$ cat config.mk
export PLATFORM = sky130hd
export DESIGN_NAME = pwm_capture
export DESIGN_NICKNAME = d
export VERILOG_FILES = /design/src/rtl/pwm_capture_pkg.sv /design/src/rtl/pwm_edge_sync.sv /design/src/rtl/pwm_capture.sv
export SDC_FILE = /design/constraint.sdc
export NUM_CORES = 1
export LEC_CHECK = 0
export ABC_AREA = 1
export BUFFER_PORTS_ARGS = -buffer_cell sky130_fd_sc_hd__buf_4
export CAP_MARGIN = 20
export CELL_PAD_IN_SITES_DETAIL_PLACEMENT = 1
export CELL_PAD_IN_SITES_GLOBAL_PLACEMENT = 1
export CORE_MARGIN = 4
export CORE_UTILIZATION = 43
export DETAILED_ROUTE_END_ITERATION = 7
export PLACE_DENSITY_LB_ADDON = 0.25
export SLEW_MARGIN = 20
export SYNTH_ARGS = -nofsm -noshare
export SYNTH_HDL_FRONTEND = slang
export SYNTH_SLANG_ARGS = --single-unit
$ cat constraint.sdc
create_clock -name clk -period 3.3 [get_ports clk]
set_input_delay 0.825 -clock clk [delete_from_list [all_inputs] [get_ports clk]]
set_output_delay 0.825 -clock clk [all_outputs]
set_load 0.01 [all_outputs]
$ cat src/rtl/pwm_capture_pkg.sv
// Shared definitions for the PWM capture block: FSM state encoding and default width.
package pwm_capture_pkg;

   localparam int unsigned DefaultWidth = 8;

   // Encoding matches the ST_SEEK/ST_MEASURE values used by the pwmN bench.
   typedef enum logic {
      StSeek    = 1'b0,
      StMeasure = 1'b1
   } pwm_state_e;

endpackage

$ cat src/rtl/pwm_edge_sync.sv
// Two-flop synchronizer for the asynchronous PWM input plus a delay flop for rising-edge
// detection. Outputs the synchronized level and a single-cycle rise pulse.
module pwm_edge_sync
   import pwm_capture_pkg::*;
(
   input  logic clk,
   input  logic clr,
   input  logic pwm_in,
   output logic s2,
   output logic rise
);

   logic s1_q;
   logic s2_q;
   logic s3_q;

   always_ff @(posedge clk) begin
      if (clr) begin
         s1_q <= 1'b0;
         s2_q <= 1'b0;
         s3_q <= 1'b0;
      end else begin
         s1_q <= pwm_in;
         s2_q <= s1_q;
         s3_q <= s2_q;
      end
   end

   assign s2   = s2_q;
   assign rise = s2_q & ~s3_q;

endmodule

$ cat src/rtl/pwm_capture.sv
// Measures period and high time of an incoming PWM signal between successive rising edges,
// publishing each measurement with a valid strobe and flagging a stuck line via timeout.
module pwm_capture
   import pwm_capture_pkg::*;
#(
   parameter int unsigned N = DefaultWidth
) (
   input  logic         clk,
   input  logic         clr,
   input  logic         pwm_in,
   output logic [N-1:0] duty,
   output logic [N-1:0] period,
   output logic         valid,
   output logic         timeout,
   output logic         level
);

   localparam logic [N-1:0] Max = {N{1'b1}};
   localparam logic [N-1:0] One = {{(N-1){1'b0}}, 1'b1};

   logic sync_lvl;
   logic rise;

   pwm_edge_sync u_edge_sync (
      .clk    (clk),
      .clr    (clr),
      .pwm_in (pwm_in),
      .s2     (sync_lvl),
      .rise   (rise)
   );

   pwm_state_e   state_q, state_d;
   logic [N-1:0] cnt_p_q, cnt_p_d;
   logic [N-1:0] cnt_h_q, cnt_h_d;
   logic [N-1:0] duty_q, duty_d;
   logic [N-1:0] period_q, period_d;
   logic         valid_q, valid_d;
   logic         timeout_q, timeout_d;
   logic         level_q, level_d;

   always_comb begin
      state_d   = state_q;
      cnt_p_d   = cnt_p_q;
      cnt_h_d   = cnt_h_q;
      duty_d    = duty_q;
      period_d  = period_q;
      level_d   = level_q;
      valid_d   = 1'b0;
      timeout_d = 1'b0;

      if (rise) begin
         // A rise always restarts counting; it only reports once a reference edge exists.
         cnt_p_d = One;
         cnt_h_d = One;
         state_d = StMeasure;
         if (state_q == StMeasure) begin
            duty_d   = cnt_h_q;
            period_d = cnt_p_q;
            valid_d  = 1'b1;
         end
      end else begin
         if (sync_lvl && (cnt_h_q != Max)) begin
            cnt_h_d = cnt_h_q + One;
         end
         if (cnt_p_q == Max) begin
            // Restarting from zero makes the timeout re-fire while the line stays stuck.
            timeout_d = 1'b1;
            level_d   = sync_lvl;
            state_d   = StSeek;
            cnt_p_d   = '0;
         end else begin
            cnt_p_d = cnt_p_q + One;
         end
      end
   end

   always_ff @(posedge clk) begin
      if (clr) begin
         state_q   <= StSeek;
         cnt_p_q   <= '0;
         cnt_h_q   <= '0;
         duty_q    <= '0;
         period_q  <= '0;
         valid_q   <= 1'b0;
         timeout_q <= 1'b0;
         level_q   <= 1'b0;
      end else begin
         state_q   <= state_d;
         cnt_p_q   <= cnt_p_d;
         cnt_h_q   <= cnt_h_d;
         duty_q    <= duty_d;
         period_q  <= period_d;
         valid_q   <= valid_d;
         timeout_q <= timeout_d;
         level_q   <= level_d;
      end
   end

   assign duty    = duty_q;
   assign period  = period_q;
   assign valid   = valid_q;
   assign timeout = timeout_q;
   assign level   = level_q;

endmodule

### Word-level counts from Yosys, hierarchy flattened

Cells that the tools add are included.

| storage, ports and cells | value |
|---|---|
| bits in registers | 39 |
| bits in latches | 0 |
| bits in writable memories | 0 |
| bits in read-only memories | 0 |
| input port bits | 3 |
| output and inout bits | 19 |
| memories | 0 |

| operators by class | value |
|---|---|
| $add $sub $neg | 2 |
| multiply operators | 0 |
| div/mod/pow operators | 0 |
| $lt $le $gt $ge | 0 |
| equal/unequal tests | 2 |
| shift operators | 0 |
| mux-type cells | 8 |
| bitwise gates (word level) | 3 |
| reduce and logical (&&, ||, !) cells | 8 |

Operator list:

| cell | count |
|---|---|
| 8-bit by 1-bit adder with 8-bit output (second input constant) | 2 |
| 8-bit equality test (second input constant) | 1 |
| 1-bit two-way mux | 8 |
| 8-bit != test (second input constant) | 1 |
| 2-bit AND reduction | 2 |
| 2-bit nonzero test | 2 |
| 2-bit OR reduction | 2 |
| 3-bit OR reduction | 1 |
| 1-bit inverter | 2 |
| 1-bit bitwise AND | 1 |
| 1-bit logical AND | 1 |

### Depth between registers and ports, before layout

Gate-level depths: netlist (run 1).

| logic depth | value |
|---|---|
| word-level depth | 4 |
| gate-level depth with buffers | 8 |
| depth with buffers taken out | 8 |

### By module

A second synthesis (run 1) with hierarchy kept.

| unflattened totals | value |
|---|---|
| cells, all modules | 196 |
| area, all modules | 1,560.2 um^2 |

Modules (own cells, without submodules):

| module | instances | cells each | area an instance (um^2) | sequential area each (um^2) |
|---|---|---|---|---|
| pwm_capture | 1 | 186 | 1,473.9 | 720.7 |
| pwm_edge_sync | 1 | 10 | 86.3 | 60.1 |

### Worst setup path before layout (run 1)

OpenSTA, ideal clock, no wires.

| path | value |
|---|---|
| path kind | input to register |
| start | in clr |
| end | reg cnt_h_q[0] |
| setup time | 128 ps |
| data arrival time | 1,364 ps |
| slack | 1,808 ps |
| cell stages on the path | 3 |
| cell sequence | clkbuf_1 > clkbuf_1 > nor2_1 |

RTL lines:

| element | RTL line | source |
|---|---|---|
| start, declared | pwm_capture.sv:9 | `input logic clr,` |
| end signal, assigned | pwm_capture.sv:90 | `cnt_h_q <= cnt_h_d;` |
| end, declared | pwm_capture.sv:34 | `logic [N-1:0] cnt_h_q, cnt_h_d;` |

No word-level cell between the ends.

### Worst setup path after layout (run 1)

| path | value |
|---|---|
| start | reg u_edge_sync.s2_q, in the netlist u_edge_sync.s2 |
| end | reg duty_q[7], in the netlist duty[7] |

| on the way | value |
|---|---|
| cells in the longest elaborated chain, start to end | 2 |

Ends and longest elaborated chain:

| element | RTL line | source |
|---|---|---|
| start, declared | pwm_edge_sync.sv:14 | `logic s2_q;` |
| start signal, assigned | pwm_edge_sync.sv:24 | `s2_q <= s1_q;` |
| 1-bit bitwise AND | pwm_edge_sync.sv:30 | `assign rise = s2_q & ~s3_q;` |
| 2-bit AND reduction (no source line) | -- |  |
| end signal, assigned | pwm_capture.sv:91 | `duty_q <= duty_d;` |
| end, declared | pwm_capture.sv:35 | `logic [N-1:0] duty_q, duty_d;` |

Every way passes these cells.
A chain may end at the register's enable or synchronous reset.

==> flow_metrics.tcl, run 1 <==
set metrics [dict create \
    grt_max_degree 26 \
    stdcell_area_mm2 0.00178 \
    clock_latency_ps 350 \
    grt_pass1_vias 1338 \
    fp.dieH_um 68.1 \
    synth_area_leaders "dfxtp_1, nand2_1, nand3_1" \
    syn_area_mm2 0.00155 \
    vias_per_cell 5.01 \
    grt_antenna_before_repair 0 \
    cts_root_buffer "clkbuf_4" \
    critPathLaunchType "flip-flop" \
    cp_max_fo 20 \
    worst_slack_ps 1240 \
    critical_path_buf_inv_count 1 \
    timing.final.crit_share 0.625 \
    start_util 0.455 \
    dp_hpwl_um 2760 \
    hold_viol 0 \
    placed_cell_area_mm2 0.00173 \
    globalplace.congestion 0.841 \
    setup_viol 0 \
    syn_inst 204 \
    fin_skew_ps 6.80 \
    post_cts_resized 0 \
    critPathSlowestCell "nor2_2" \
    synth.avg_cell_area_um2 7.61 \
    peakVddDrop_mv 0.246 \
    drt-pass1-iter-count 4 \
    maxCapViolCount 0 \
    die-area_mm2 0.00464 \
    final_util 0.522 \
    worstPathRequired_ps 3530 \
    die_x_um 68.1 \
    cts_buffers 5 \
    track_usage 0.181 \
    tns_ps 0 \
    placementRows 21 \
    preCtsSetupSlack_ps 1270 \
    synth_fp_nets 209 \
    yosys_warnings 0 \
    cts_sinks 39 \
    cp_top_family "simple AND/OR/NAND/NOR gates" \
    crit_type "reg -> reg" \
    ys_ff_latch 39 \
    p_leak_nw 0.702 \
    fin_nets 229 \
    synth.yosys.seq_area_share 0.503 \
    slew_violations 0 \
    cts.clk_slew.worst_paths_ps 110 \
    wl_per_cell_um 13.5 \
    crit_top_cell "nand2_1" \
    max_freq_mhz 485 \
    slowest_delay_ps 570 \
    cts_tree "done" \
    relSlewSlack 0.505 \
    ys_types 19 \
    cts_setup_buffers 0 \
    postRouteAntennaNets 0 \
    rsz0062_at_grt "no" \
    drt_iter0_drc 86 \
    port_buffers 21 \
    routed_wl_um 3660 \
    crit_path_cell_trace "inv_2 -> nor2_2 -> nand2_1 -> nand2_1 -> a21oi_1" \
    grt-ovfl-total 0 \
    cp.arrival_ps 2290 \
    critical_path.endpoint_type "flip-flop" \
    run_status "completed" \
    cellPowerDensity_mw_per_mm2 432 \
    area_growth_pct 14.7 \
    fin_crit_ps 2060 \
    cts_max_path_buffers 2 \
    core_mm2 0.00342 \
    drc 0 \
    holdBufCountCts 0 \
    htree_levels 2 \
    vias 1352 \
    synth_top_cell_by_area "dfxtp_1" \
    netlist.area_leader.share 0.503 \
    ios 22 \
    drive_gt1_frac 0.152 \
    num_antenna_cells 0 \
    nFillCells 448 \
    grt_pass1_wl_um 6150 \
    holdCritPathClass "reg -> reg" \
    tightest_slew_ps 741 \
]
worst register-to-register path, stage by stage (launching register included):
cell	delay, ps
dfxtp_1	480
inv_2	70
nor2_2	570
nand2_1	560
nand2_1	200
a21oi_1	80
area by class of cell:
cell class	instances	area, µm²	area share
clock buffer	6	51.3	0.0288
clock inverter	1	5.00	0.00281
tap	46	57.6	0.0323
timing repair buffer	21	158	0.0885
multi-input combinational	139	662	0.371
sequential	39	781	0.438
inverter	18	67.6	0.0379
sequential cells by signal (all words and copies together) (netlist names):
name and count:
level 1, period 8, cnt_p_q 8, u_edge_sync.s2 1
u_edge_sync.s1_q 1, valid 1, timeout 1, cnt_h_q 8
u_edge_sync.s3_q 1, duty 8, state_q 1
synth_stat cells:
| cell | n |
|---|---|
| inv_2 | 3 |
| xnor2_1 | 4 |
| o21ai_0 | 2 |
| ha_1 | 2 |
| nand3_1 | 26 |
| nor2_2 | 1 |
| buf_2 | 1 |
| dfxtp_1 | 39 |
| nor3_1 | 1 |
| nand2_2 | 2 |
| clkbuf_1 | 5 |
| buf_4 | 1 |
| nor2_1 | 26 |
| buf_6 | 1 |
| xor2_1 | 5 |
| o211ai_1 | 1 |
| a21oi_1 | 24 |
| nand2_1 | 45 |
| inv_1 | 15 |
logic make-up (layout without fill, tap and decap cells):
logic type | after synthesis | count (layout) | share of synthesized area
buf+inv | 26 | 46 | 0.0709
xor+xnor | 9 | 9 | 0.0508
compound gates | 27 | 27 | 0.0886
simple gates | 101 | 101 | 0.271
fa+ha+maj | 2 | 2 | 0.0161
flops | 39 | 39 | 0.503
stage by stage:
stage / instances / hold slack (ps) / power, W
4_1_cts: 270 / 430 / 0.000776
5_1_grt: 270 / 460 / 0.000795
6_report: 270 / 426 / 0.000769
3_3_place_gp: 263 / 394 / 0.000526
3_5_place_dp: 263 / 413 / 0.000528
2_1_floorplan: 204 / 388 / 0.000520
routing by layer:
metal | up-vias | global-route usage | share of wire
met5 | - | 0 | 0
met4 | 0 | 0.0794 | 0.020
met3 | 9 | 0.0493 | 0.046
met2 | 23 | 0.302 | 0.48
met1 | 629 | 0.218 | 0.45
li1 | 691 | - | -
worst paths after layout:
| path | slack, ps | end | start | depth (start not counted) |
|---|---|---|---|---|
| hold reg to reg | 430 | u_edge_sync.s2$_SDFF_PP0_ | u_edge_sync.s1_q$_SDFF_PP0_ | 2 |
| hold / removal | 430 | u_edge_sync.s2$_SDFF_PP0_ | u_edge_sync.s1_q$_SDFF_PP0_ | 2 |
| setup / recovery | 1240 | duty[7]$_SDFFE_PP0P_ | u_edge_sync.s2$_SDFF_PP0_ | 5 |
| setup reg to reg | 1240 | duty[7]$_SDFFE_PP0P_ | u_edge_sync.s2$_SDFF_PP0_ | 5 |
layout by cell type (no fill, tap or decap):
cell type and n:
nor3_1 1, dfxtp_1 39, a21oi_1 24, inv_2 3
clkinv_2 1, o211ai_1 1, clkbuf_4 5, xnor2_1 4
nand3_1 26, nor2_2 1, nand2_2 2, o21ai_0 2
clkbuf_8 1, nor2_1 26, nand2_1 45, inv_1 15
ha_1 2, xor2_1 5, buf_4 21
report_power, final:
| group | internal [W] | switching [W] |
|---|---|---|
| combinational | 0.00000950 | 0.0000213 |
| clock | 0.0000988 | 0.000153 |
| sequential | 0.000477 | 0.00000918 |
| total | 0.000585 | 0.000184 |
Power figures use the tool's default switching activity.
==> run 2, diff against run 1 <==
- CORE_UTILIZATION: 43 -> 40
- clock period: 3.3 -> 2.15 ns (I/O delays scaled with it)
==> run 2 against run 1 <==
First-iteration DRC count fell by 4.7%. Maximum frequency rose by 37%. Largest power group unchanged. Critical path depth up 1. Critical endpoint is now cnt_p_q[7]$_SDFF_PP0_.
==> flow_metrics.tcl, run 2 (synthesis results as in run 1) <==
set metrics [dict create \
    num_antenna_cells 0 \
    drt-pass1-iter-count 4 \
    worstPathRequired_ps 2330 \
    cts_setup_buffers 0 \
    setup_viol 0 \
    instances_no_fill 275 \
    start_util 0.418 \
    cts_sinks 39 \
    ios 22 \
    port_buffers 21 \
    fin_crit_ps 1510 \
    cp_max_fo 6 \
    hold_viol 0 \
    grt_max_degree 26 \
    vias 1380 \
    worst_slack_ps 639 \
    htree_levels 2 \
    die_x_um 70.3 \
    relSlewSlack 0.640 \
    grt_pass1_wl_um 6850 \
    cts_root_buffer "clkbuf_8" \
    postRouteAntennaNets 0 \
    cts_buffers 5 \
    tns_ps 0 \
    routed-wl-met3_um 131 \
    grt_pass1_vias 1527 \
    slew_violations 0 \
    holdBufCountCts 0 \
    layout_common_cells "nand2_1, dfxtp_1, nand3_1, nor2_1, a21oi_1" \
    preCtsSetupSlack_ps 644 \
    dp_hpwl_um 2850 \
    cts_max_path_buffers 2 \
    vias_per_cell 5.02 \
    maxCapViolCount 0 \
    core_mm2 0.00372 \
    drt_iter0_drc 82 \
    area_growth_pct 20.8 \
    placed_cells 267 \
    wl_per_cell_um 14.1 \
    layout_commonest_cell "nand2_1" \
    nFillCells 473 \
    critPathLaunchType "flip-flop" \
    fin_skew_ps 5.96 \
    run_status "completed" \
    clock_latency_ps 290 \
    crit_type "reg -> reg" \
    holdCritPathClass "reg -> reg" \
    topRoutingLayerUsed "met4" \
    fp.dieH_um 70.3 \
    placed_cell_area_mm2 0.00174 \
    placementRows 22 \
    cts_tree "done" \
    cts.clk_slew.worst_paths_ps 70 \
    track_usage 0.172 \
    routed_wl_um 3890 \
    critical_path.endpoint_type "flip-flop" \
    grt-ovfl-total 0 \
    peakVddDrop_mv 0.465 \
    p_leak_nw 0.744 \
    timing.final.crit_share 0.703 \
    rsz0062_at_grt "no" \
    fin_nets 231 \
    grt_antenna_before_repair 0 \
    cellPowerDensity_mw_per_mm2 806 \
    max_freq_mhz 662 \
    post_cts_resized 0 \
    fin_total_pwr_w 0.00151 \
    wl_met1_um 1800 \
    cp.arrival_ps 1690 \
    drc 0 \
    tightest_slew_ps 538 \
    die-area_mm2 0.00494 \
    wl_met2_um 1910 \
    globalplace.congestion 0.827 \
    stdcell_area_mm2 0.00188 \
    drive_gt1_frac 0.159 \
]
-- run 2: cell count changes in the layout (fill, tap and decap cells not counted), sizes merged --
| cell | change |
|---|---|
| buf | +2 |
| bufinv | +2 |
| clkinv | -1 |
-- run 2: final timing paths --
kind | from | endpoint | slack [ps] | depth (start not counted)
worst max-delay path | cnt_p_q[0]$_SDFF_PP0_ | cnt_p_q[7]$_SDFF_PP0_ | 640 | 6
worst min-delay path | u_edge_sync.s1_q$_SDFF_PP0_ | u_edge_sync.s2$_SDFF_PP0_ | 410 | 2
worst max register to register | cnt_p_q[0]$_SDFF_PP0_ | cnt_p_q[7]$_SDFF_PP0_ | 640 | 6
worst min register to register | u_edge_sync.s1_q$_SDFF_PP0_ | u_edge_sync.s2$_SDFF_PP0_ | 410 | 2
-- run 2: layout make-up --
cell class | count | area (µm²) | area share
repair buffers | 23 | 173 | 0.0921
clock buffers | 6 | 72.6 | 0.0387
well taps | 48 | 60.1 | 0.0320
inverters | 18 | 67.6 | 0.0360
flip-flops and latches | 39 | 781 | 0.416
clock inverters | 2 | 60.1 | 0.0320
multi-input cells | 139 | 662 | 0.353
-- run 2: power breakdown --
group          internal (W)  switching, W  leakage (nW)
logic             0.0000167     0.0000395         0.363
clock network      0.000464      0.000250        0.0654
registers          0.000732     0.0000107         0.315
-- run 2: critical path, cell delays in order, from the launching register on --
cell,delay (ps)
dfxtp_1,400
ha_1,260
nand3_1,110
nor2_1,220
nand2_1,120
nand2_1,210
nor2_1,80
-- run 2: metal layers --
| metal | vias up | GRT usage |
|---|---|---|
| li1 | 691 | - |
| met1 | 664 | 0.204 |
| met2 | 19 | 0.299 |
| met3 | 6 | 0.0460 |
| met4 | 0 | 0.0532 |
| met5 | - | 0 |
-- run 2: metrics by stage --
stage,hold slack (ps),utilization
finish,406,0.505
floorplan,388,-
global placement,395,0.469
detailed placement,398,0.469
global route,438,0.505
CTS,408,0.505
==> run 3, diff against run 2 <==
- clock period: 2.15 -> 1.4 ns (I/O delays scaled with it)
==> run 3 against run 2 <==
Count of clock-buffer cells in the layout is 1 lower. Worst hold slack worse by 140 ps. Sequential power is 53% higher. Maximum frequency is 20% higher.
==> flow_metrics.tcl, run 3 (synthesis results as in run 1) <==
set metrics [dict create \
    run_status "completed" \
    setup_viol 0 \
    reg2regPathDepth 8 \
    slowest_delay_ps 340 \
    switching_share 0.240 \
    cellPowerDensity_mw_per_mm2 1030 \
    globalplace.congestion 0.819 \
    vias 1398 \
    tightest_slew_ps 303 \
    max_freq_mhz 792 \
    fin_crit_ps 1260 \
    rsz0062_at_grt "no" \
    fin_skew_ps 7.77 \
    whs_endpoint "u_edge_sync.s1_q$_SDFF_PP0_" \
    drive_gt1_frac 0.225 \
    routed_wl_um 3710 \
    p_clk_frac 0.376 \
    net-switching-power_w 0.000477 \
    p_leak_nw 0.765 \
    r2r-start "cnt_h_q[0]$_SDFFE_PP0P_" \
    final_util 0.519 \
    hp-start "pwm_in" \
    crit_path_cell_trace "ha_1 -> nand2_1 -> nor2_2 -> nand2_2 -> nand2_4 -> inv_2 -> nand2_1 -> a21oi_1" \
    layout_commonest_cell "nand2_1" \
    cts_sinks 39 \
    tns_ps 0 \
    critical_path.endpoint_type "flip-flop" \
    start_util 0.418 \
    port_buffers 21 \
    drt_iter0_drc 91 \
    pwr-share-comb 0.051 \
    holdCritPathClass "in -> reg" \
    cts_buffers 5 \
    dp_hpwl_um 2770 \
    cts.clk_slew.worst_paths_ps 80 \
    worstPathRequired_ps 1590 \
    core_mm2 0.00372 \
    fp.dieH_um 70.3 \
    wl_per_cell_um 13.0 \
    cts_root_buffer "clkbuf_8" \
    p_seq_frac 0.573 \
    grt-ovfl-total 0 \
    maxCapViolCount 0 \
    num_antenna_cells 0 \
    cp_top_family "simple AND/OR/NAND/NOR gates" \
    clock_latency_ps 290 \
    cts_max_path_buffers 2 \
    die-area_mm2 0.00494 \
    nFillCells 471 \
    fin_nets 240 \
    relSlewSlack 0.797 \
    drc 0 \
    track_usage 0.163 \
    critPathSlowestCell "dfxtp_1" \
    cts_tree "done" \
    cp.arrival_ps 1450 \
    grt_max_degree 18 \
    r2r_end "cnt_h_q[2]$_SDFFE_PP0P_" \
    grt_pass1_wl_um 6330 \
    hold_viol 0 \
    critPathLaunchType "flip-flop" \
    die_x_um 70.3 \
    critical_path_buf_inv_count 1 \
    whs_path_depth 3 \
    crit_top_cell "nand2_1" \
    placementRows 22 \
    drt-pass1-iter-count 4 \
    layout_common_cells "nand2_1, dfxtp_1, buf_4" \
    ios 22 \
    htree_levels 2 \
    grt_antenna_before_repair 0 \
    cp_max_fo 6 \
    internal_power_w 0.00151 \
    crit_type "reg -> reg" \
    grt_pass1_vias 1421 \
    slew_violations 0 \
    reg2reg_slack_ps 140 \
    vias_per_cell 4.92 \
    postRouteAntennaNets 0 \
    peakVddDrop_mv 0.542 \
    timing.final.crit_share 0.902 \
    area_growth_pct 24.1 \
]
==> run 3: power groups by stage <==
stage | Clock [W] | Sequential, W | Combinational (W)
floorplan | 0 | 0.00116 | 0.0000649
global placement | 0 | 0.00116 | 0.0000960
detailed placement | 0 | 0.00116 | 0.0000993
CTS | 0.000775 | 0.00114 | 0.0000997
global route | 0.000829 | 0.00114 | 0.000116
finish | 0.000746 | 0.00114 | 0.000101
==> run 3: per-layer routing <==
| metal | track usage | share of wire | up-vias |
|---|---|---|---|
| met2 | 0.284 | 0.49 | 24 |
| met1 | 0.189 | 0.45 | 657 |
| met3 | 0.0403 | 0.037 | 7 |
| met4 | 0.0638 | 0.017 | 0 |
| li1 | - | - | 710 |
| met5 | 0 | 0 | - |
==> run 3: cell type report <==
cell class,count,area [µm²],share of cell area
Inverter,18,67.6,0.0351
Clock buffer,5,68.8,0.0357
Clock inverter,3,20.0,0.0104
Sequential cell,39,783,0.406
Tap cell,48,60.1,0.0312
Timing Repair Buffer,32,240,0.125
Multi-Input combinational cell,139,687,0.356
==> run 3: worst max-delay path by stage <==
stage	from	to	slack, ps	depth (start not counted)
2_1_floorplan	cnt_h_q[1]$_SDFFE_PP0P_	cnt_h_q[4]$_SDFFE_PP0P_	130	8
3_3_place_gp	cnt_p_q[0]$_SDFF_PP0_	cnt_p_q[7]$_SDFF_PP0_	120	6
6_report	cnt_h_q[0]$_SDFFE_PP0P_	cnt_h_q[2]$_SDFFE_PP0P_	140	8
4_1_cts	cnt_h_q[0]$_SDFFE_PP0P_	cnt_h_q[2]$_SDFFE_PP0P_	40	8
5_1_grt	cnt_h_q[1]$_SDFFE_PP0P_	cnt_h_q[0]$_SDFFE_PP0P_	20	8
3_5_place_dp	cnt_p_q[0]$_SDFF_PP0_	cnt_p_q[5]$_SDFF_PP0_	6	6
==> run 3: worst reg2reg max path, stage by stage (launching register included) <==
cell and delay [ps]:
dfxtp_1 340, ha_1 180, nand2_1 90, nor2_2 130, nand2_2 120, nand2_4 110, inv_2 70, nand2_1 70
a21oi_1 50
==> run 3: stage by stage <==
step	setup WS, ps	instances	area, µm²	total power [W]	hold slack (ps)
finish	137	284	1930	0.00198	264
global route	22.0	284	1930	0.00208	263
global placement	121	276	1810	0.00126	390
detailed placement	6.03	276	1810	0.00126	403
floorplan	128	204	1550	0.00123	388
CTS	40.5	284	1900	0.00201	260
==> run 3: what timing repair did <==
action | 4_1_cts | 5_1_grt
gates resized for setup | 1 | 9
endpoints found under the setup margin | 4 | 16
buffers inserted | 0 | 0
pin swaps | 0 | 0
hold buffers | 0 | 0
